## src/rtl/serial_pkg.sv

```systemverilog
// Shared types and 8N1 framing constants for the serial UART bridge.
package serial_pkg;

    typedef enum logic [1:0] {TX_IDLE, TX_START, TX_DATA, TX_STOP} txState_t;
    typedef enum logic [1:0] {RX_IDLE, RX_START, RX_DATA, RX_STOP} rxState_t;

    localparam int DATA_BITS = 8;
    localparam int STOP_BITS = 1;
    localparam int BIT_CNT_W = $clog2(DATA_BITS);

endpackage

```

## src/rtl/byte_fifo.sv

```systemverilog
// First-word fall-through byte FIFO with wrap-bit pointers; head reads 0 when empty.
module byte_fifo #(
    parameter int FIFO_DEPTH = 16
) (
    input  logic       clock,
    input  logic       reset,
    input  logic       push,
    input  logic [7:0] pushData,
    input  logic       pop,
    output logic       full,
    output logic       empty,
    output logic [7:0] head
);
    localparam int AW = $clog2(FIFO_DEPTH);
    localparam logic [AW:0] PTR_ONE = (AW+1)'(1);

    logic [7:0] mem [FIFO_DEPTH];
    logic [AW:0] wrPtr, rdPtr;
    logic doPush, doPop;

    assign empty  = (wrPtr == rdPtr);
    assign full   = (wrPtr[AW] != rdPtr[AW]) && (wrPtr[AW-1:0] == rdPtr[AW-1:0]);
    assign doPop  = pop && !empty;
    // A pop in the same cycle frees the head slot, so a push into a full FIFO can land.
    assign doPush = push && (!full || doPop);
    assign head   = empty ? 8'h00 : mem[rdPtr[AW-1:0]];

    always_ff @(posedge clock or negedge reset) begin
        if (!reset) begin
            wrPtr <= '0;
            rdPtr <= '0;
        end else begin
            if (doPush) wrPtr <= wrPtr + PTR_ONE;
            if (doPop)  rdPtr <= rdPtr + PTR_ONE;
        end
    end

    always_ff @(posedge clock) begin
        if (doPush) mem[wrPtr[AW-1:0]] <= pushData;
    end

endmodule

```

## src/rtl/serial_uart_bridge.sv

```systemverilog
// Bridges a processor byte port to an 8N1 UART, with a byte FIFO in each direction.
module serial_uart_bridge
    import serial_pkg::*;
#(
    parameter int CLKS_PER_BIT = 434,
    parameter int FIFO_DEPTH   = 16
) (
    input  logic       clock,
    input  logic       reset,
    input  logic [7:0] proc_data_in,
    input  logic       proc_wren_in,
    input  logic       proc_rden_in,
    output logic [7:0] proc_data_out,
    output logic       proc_valid_out,
    output logic       proc_ready_out,
    input  logic       uart_rx,
    output logic       uart_tx,
    output logic       overrun_out
);
    localparam int CW = $clog2(CLKS_PER_BIT);
    localparam logic [CW-1:0] BIT_LAST  = CW'(CLKS_PER_BIT - 1);
    localparam logic [CW-1:0] HALF_LAST = CW'(CLKS_PER_BIT / 2 - 1);
    localparam logic [CW-1:0] CLK_ONE   = CW'(1);
    localparam logic [BIT_CNT_W-1:0] DATA_LAST = BIT_CNT_W'(DATA_BITS - 1);
    localparam logic [BIT_CNT_W-1:0] IDX_ONE   = BIT_CNT_W'(1);

    // ---------------- TX path ----------------
    txState_t txState, txNext;
    logic [CW-1:0] txClk;
    logic [BIT_CNT_W-1:0] txBitIdx;
    logic [DATA_BITS-1:0] txShift;
    logic [7:0] txHead;
    logic txTick, txPop, txBit, txEmpty, txFull;

    byte_fifo #(.FIFO_DEPTH(FIFO_DEPTH)) txFifo (
        .clock    (clock),
        .reset    (reset),
        .push     (proc_wren_in && !txFull),
        .pushData (proc_data_in),
        .pop      (txPop),
        .full     (txFull),
        .empty    (txEmpty),
        .head     (txHead)
    );

    assign proc_ready_out = !txFull;
    assign txTick = (txClk == BIT_LAST);

    always_ff @(posedge clock or negedge reset) begin
        if (!reset) txState <= TX_IDLE;
        else        txState <= txNext;
    end

    always_comb begin
        txNext = txState;
        case (txState)
            TX_IDLE:  if (!txEmpty) txNext = TX_START;
            TX_START: if (txTick) txNext = TX_DATA;
            TX_DATA:  if (txTick && txBitIdx == DATA_LAST) txNext = TX_STOP;
            TX_STOP:  if (txTick) txNext = txEmpty ? TX_IDLE : TX_START;
            default:  txNext = TX_IDLE;
        endcase
    end

    always_comb begin
        txBit = 1'b1;
        txPop = 1'b0;
        case (txState)
            TX_IDLE:  txPop = !txEmpty;
            TX_START: txBit = 1'b0;
            TX_DATA:  txBit = txShift[0];
            TX_STOP:  txPop = txTick && !txEmpty;
            default:  ;
        endcase
    end

    // uart_tx is registered off the current state, which puts the start bit two edges after the write.
    always_ff @(posedge clock or negedge reset) begin
        if (!reset) begin
            uart_tx  <= 1'b1;
            txClk    <= '0;
            txBitIdx <= '0;
            txShift  <= '0;
        end else begin
            uart_tx <= txBit;
            txClk   <= (txState == TX_IDLE || txTick) ? '0 : txClk + CLK_ONE;
            if (txPop)
                txShift <= txHead;
            else if (txState == TX_DATA && txTick)
                txShift <= txShift >> 1;
            if (txState != TX_DATA)
                txBitIdx <= '0;
            else if (txTick)
                txBitIdx <= txBitIdx + IDX_ONE;
        end
    end

    // ---------------- RX path ----------------
    rxState_t rxState, rxNext;
    logic [1:0] rxSync;
    logic rxLine, rxPrev, rxFall, rxTick, rxPush, rxFull, rxEmpty;
    logic [CW-1:0] rxClk;
    logic [BIT_CNT_W-1:0] rxBitIdx;
    logic [DATA_BITS-1:0] rxShift;

    byte_fifo #(.FIFO_DEPTH(FIFO_DEPTH)) rxFifo (
        .clock    (clock),
        .reset    (reset),
        .push     (rxPush),
        .pushData (rxShift),
        .pop      (proc_rden_in),
        .full     (rxFull),
        .empty    (rxEmpty),
        .head     (proc_data_out)
    );

    assign proc_valid_out = !rxEmpty;
    assign rxLine = rxSync[1];
    assign rxFall = rxPrev && !rxLine;
    // Start bit is checked at its midpoint; later samples are a full bit time apart.
    assign rxTick = (rxState == RX_START) ? (rxClk == HALF_LAST) : (rxClk == BIT_LAST);

    always_ff @(posedge clock or negedge reset) begin
        if (!reset) begin
            rxSync <= 2'b11;
            rxPrev <= 1'b1;
        end else begin
            rxSync <= {rxSync[0], uart_rx};
            rxPrev <= rxLine;
        end
    end

    always_ff @(posedge clock or negedge reset) begin
        if (!reset) rxState <= RX_IDLE;
        else        rxState <= rxNext;
    end

    always_comb begin
        rxNext = rxState;
        case (rxState)
            RX_IDLE:  if (rxFall) rxNext = RX_START;
            RX_START: if (rxTick) rxNext = rxLine ? RX_IDLE : RX_DATA;
            RX_DATA:  if (rxTick && rxBitIdx == DATA_LAST) rxNext = RX_STOP;
            RX_STOP:  if (rxTick) rxNext = RX_IDLE;
            default:  rxNext = RX_IDLE;
        endcase
    end

    always_comb begin
        rxPush = (rxState == RX_STOP) && rxTick && rxLine;
    end

    always_ff @(posedge clock or negedge reset) begin
        if (!reset) begin
            rxClk       <= '0;
            rxBitIdx    <= '0;
            rxShift     <= '0;
            overrun_out <= 1'b0;
        end else begin
            rxClk <= (rxState == RX_IDLE || rxTick) ? '0 : rxClk + CLK_ONE;
            if (rxState == RX_DATA && rxTick)
                rxShift <= {rxLine, rxShift[DATA_BITS-1:1]};
            if (rxState != RX_DATA)
                rxBitIdx <= '0;
            else if (rxTick)
                rxBitIdx <= rxBitIdx + IDX_ONE;
            if (rxPush && rxFull && !proc_rden_in)
                overrun_out <= 1'b1;
        end
    end

endmodule

```

## config.mk

```make
export PLATFORM = sky130hd
export DESIGN_NAME = serial_uart_bridge
export DESIGN_NICKNAME = d
export VERILOG_FILES = /design/src/rtl/serial_pkg.sv /design/src/rtl/byte_fifo.sv /design/src/rtl/serial_uart_bridge.sv
export SDC_FILE = /design/constraint.sdc
export NUM_CORES = 1
export LEC_CHECK = 0
export ABC_AREA = 0
export BUFFER_PORTS_ARGS = -buffer_cell sky130_fd_sc_hd__buf_4
export CAP_MARGIN = 20
export CORE_MARGIN = 5
export CORE_UTILIZATION = 60
export CTS_BUF_LIST = sky130_fd_sc_hd__clkbuf_8 sky130_fd_sc_hd__clkbuf_16
export CTS_CLUSTER_SIZE = 8
export DETAILED_ROUTE_END_ITERATION = 12
export GPL_TIMING_DRIVEN = 0
export PLACE_DENSITY = 0.79
export RECOVER_POWER = 50
export SKIP_LAST_GASP = 1
export SLEW_MARGIN = 15
export SYNTH_ARGS = -nofsm -noshare
export SYNTH_HDL_FRONTEND = slang
export SYNTH_SLANG_ARGS = --single-unit
```

## constraint.sdc

```tcl
create_clock -name clock -period 3.42 [get_ports clock]
set_input_delay 0.855 -clock clock [delete_from_list [all_inputs] [get_ports clock]]
set_output_delay 0.855 -clock clock [all_outputs]
set_load 0.01 [all_outputs]
```

==> flow_metrics.env <==
export IMPL_status="complete, but fails checks"
export IMPL_failed_checks="capacitance limit, slew limit"
export IMPL_crit_slowest_cell="mux4_2"
export IMPL_crit_cells=7
export IMPL_cts_tree="done"
export IMPL_synth_top_family_by_area="multiplexers"
export IMPL_synthMuxAreaShare_pct=13.4
export IMPL_end_kind="primary output"
export IMPL_grt_start_max_net_pins=70
export IMPL_htree_levels=2
export IMPL_synth_area_leaders="edfxtp_1 (58%), dfrtp_1 (12%), mux4_2 (11%)"
export IMPL_synth_net_count=786
export IMPL_clk_pin_slew_ns=0.05
export IMPL_synthTopCellsByCount="edfxtp_1 (256), dfrtp_1 (65), mux4_2 (64)"
export IMPL_viasPerCell=6.09
export IMPL_p_leak_nw=5.77
export IMPL_power_density_nw_per_um2=784
export IMPL_area_delta_synth_final_pct=14.4
export IMPL_finalSetupViolCount=0
export IMPL_netlist_area_um2=13300
export IMPL_synth_edf_count=256
export IMPL_seqCellArea_um2=9420
export IMPL_skew_ns=0.00938
export IMPL_multi_input_area_um2=3650
export IMPL_ys_seq_area_share_pct=71.0
export IMPL_crit_chain="buf_8 > buf_12 > buf_8 > mux4_2 > mux2i_1 > a211oi_1 > buf_4"
export IMPL_yosysWarnings=0
export IMPL_post_place_ws_ns=0.00615
export IMPL_cp_start_kind="flip-flop"
export IMPL_vias=6947
export IMPL_drt_iter0_drc=700
export IMPL_antenna_found_initial=0
export IMPL_critPathBufInv=4
export IMPL_dp_hpwl_mm=16.9
export IMPL_worst_path_max_fanout=10
export IMPL_synth_adder_area_share_pct=1.98
export IMPL_gp_congestion=0.841
export IMPL_finalWorstSetupSlack_ns=0.0586
export IMPL_worstSkewPairLatency_ns=0.53
export IMPL_async_flop_share_pct=21.2
export IMPL_io_pins=25
export IMPL_clk_path_buf_depth=3
export IMPL_hold_violations=0
export IMPL_ys_types=48
export IMPL_yosysMostFrequentCell="edfxtp_1"
export IMPL_die_y_um=159
export IMPL_grt_overflow=0
export IMPL_cp_required_ns=2.56
export IMPL_rows=54
export IMPL_first_global_vias=7468
export IMPL_drv_slew=70
export IMPL_swShare_pct=29.3
export IMPL_synth_compound_area_share_pct=2.92
export IMPL_seqPwrFrac_pct=41.4
export IMPL_crit_path_frequent_cell="buf_8"
export IMPL_synth_xor_area_share_pct=2.84
export IMPL_slowest_delay_ns=0.51
export IMPL_synth_cells=752
export IMPL_hold_path_class="reg2reg"
export IMPL_hold_depth=0
export IMPL_crit_type="reg2out"
export IMPL_drcViolationCount=0
export IMPL_die_w_um=159
export IMPL_firstDrtPassIters=5
export IMPL_p_int_w=0.00841
export IMPL_grt_usage_pct=22.2
export IMPL_ys_ff_latch=325
export IMPL_setup_tns_ns=0
export IMPL_peakVddDrop_uv=590
export IMPL_post_route_period_util_pct=98.3
export IMPL_core_area_um2=21800
export IMPL_combPwrFrac_pct=24.8
export IMPL_worst_slew_pin_transition_ns=1.75
export IMPL_io_buffers=24
export IMPL_clkPwrFrac_pct=33.8
export IMPL_synth_top_cell_by_area="edfxtp_1"
export IMPL_critPathTopFamily="multiplexers"
export IMPL_holdWs_ns=0.364
export IMPL_cts_buffers=46
export IMPL_fill_cells=1322
export IMPL_nNetsFinal=856
export IMPL_wl_mm=26.8
export IMPL_cts_root_buf="clkbuf_16"
export IMPL_fmax_mhz=297
export IMPL_max_cap_violations=1
export IMPL_grt_first_pass_wirelength_mm=41.9
export IMPL_arrival_ns=2.51
export IMPL_dieArea_um2=25200
export IMPL_rsz0062_at_grt="false"
export IMPL_avgSynthCellArea_um2=17.6
export IMPL_switching_power_w=0.00348
export IMPL_initial_utilization_pct=60.8
export IMPL_post_cts_buffers=0
export IMPL_relSlewSlack_pct=-16.5
export IMPL_synth_main_ff_cell="edfxtp_1"
export IMPL_cts_sinks=325
export IMPL_rr_worst_depth=8
export IMPL_min_period_ns=3.36
export IMPL_postRouteAntennaNets=0
export IMPL_antenna_cells=0
export IMPL_wire_per_inst_um=23.5
export IMPL_synth_top_area_share_pct=58.0
export IMPL_synthSimpleGateAreaFrac_pct=6.16
export IMPL_layout_drive_gt1_share_pct=20.3
worst register-to-register path, stage by stage (launching register included):
cell      delay (ns)
dfrtp_1         0.36
buf_6           0.13
nand2b_1        0.17
or4_4           0.53
a21oi_4         0.34
and4_1          0.26
buf_4           0.15
buf_6           0.14
and3_1          0.44
registers in the layout, summed over array words and instances (netlist names), named ones only:
| register | flops |
|---|---|
| txState | 2 |
| rxShift | 8 |
| rxSync | 2 |
| rxClk | 9 |
| rxBitIdx | 3 |
| txClk | 9 |
| rxFifo.mem | 128 |
| rxState | 1 |
| rxPrev | 1 |
| txFifo.wrPtr | 5 |
| rxFifo.wrPtr | 5 |
| overrun_out | 1 |
| rxFifo.rdPtr | 5 |
| txShift | 8 |
| txFifo.rdPtr | 5 |
| txFifo.mem | 128 |
| uart_tx | 1 |
| txBitIdx | 3 |
power by group through the flow:
stage | clock network (W) | logic (W) | registers (W)
final | 0.00402 | 0.00295 | 0.00492
after global routing | 0.00430 | 0.00321 | 0.00496
after CTS | 0.00408 | 0.00298 | 0.00490
after global placement | 0 | 0.00279 | 0.00490
after detailed placement | 0 | 0.00294 | 0.00494
after floorplan | 0 | 0.00211 | 0.00487
through the flow:
stage          utilization (%)  cell area [um2]  std cells  power (W)
6_report                  69.6            15200       1140     0.0119
4_1_cts                   69.6            15200       1141     0.0120
3_3_place_gp              63.2            13800       1056    0.00769
5_1_grt                   69.6            15200       1140     0.0125
2_1_floorplan                -            13300        752    0.00698
3_5_place_dp              63.3            13800       1056    0.00787
logic make-up after synthesis:
| family | count (synthesis) |
|---|---|
| flip-flops | 325 |
| AND/OR/NAND/NOR | 160 |
| AO/OA/AOI/OAI | 56 |
| XOR/XNOR | 43 |
| buffers and inverters | 51 |
| adder cells (fa/ha/maj) | 21 |
| multiplexers | 96 |
cells in the final DEF, fill, tap and decap left out, types with 9 or more instances in the layout:
cell type  count
nor2_1        49
dfrtp_1       64
mux4_2        64
o22ai_1       16
and3_1        19
inv_1         50
buf_4         16
o21ai_0        9
clkbuf_16     47
edfxtp_1     256
nor2b_1       12
clkbuf_1      22
nand2_1       28
mux2i_1       19
a211oi_1      16
mux2_2        12
ha_1          21
nand3_1       10
xor2_1        19
nand4_1       13
xnor2_1       24
cell type report:
class | count | share of cell area, %
sequential | 325 | 62.1
multi-input combinational | 376 | 24.1
clock buffer | 47 | 7.75
tap | 280 | 2.31
buffer | 35 | 1.36
clock inverter | 39 | 1.14
timing repair buffer | 24 | 0.973
inverter | 14 | 0.346
layer usage:
| metal | up-vias | wire, um | GRT usage [%] |
|---|---|---|---|
| met2 | 238 | 14400 | 39.9 |
| met3 | 54 | 1430 | 3.53 |
| met4 | 0 | 668 | 7.43 |
| met1 | 3573 | 10300 | 27.8 |
| li1 | 3082 | - | - |
| met5 | - | 0 | 0 |
path summary, 6_finish.rpt:
check,from,slack (ns),endpoint
worst max-delay path,rxFifo.rdPtr[0],0.06,proc_data_out[2]
worst min-delay path,rxSync[0],0.36,rxSync[1]
worst max register to register,flip-flop,0.54,rxFifo.mem[15][6]
worst min register to register,rxSync[0],0.36,rxSync[1]
max in group asynchronous,reset,1.48,rxFifo.rdPtr[2]
min in group asynchronous,reset,0.79,rxClk[5]
timing repair:
action	in CTS	in global routing
endpoints found under the setup margin	8	6
pin swaps	0	0
gates resized for setup	13	6
hold buffers	0	0
No activity file was read; power rests on OpenSTA's default activity.
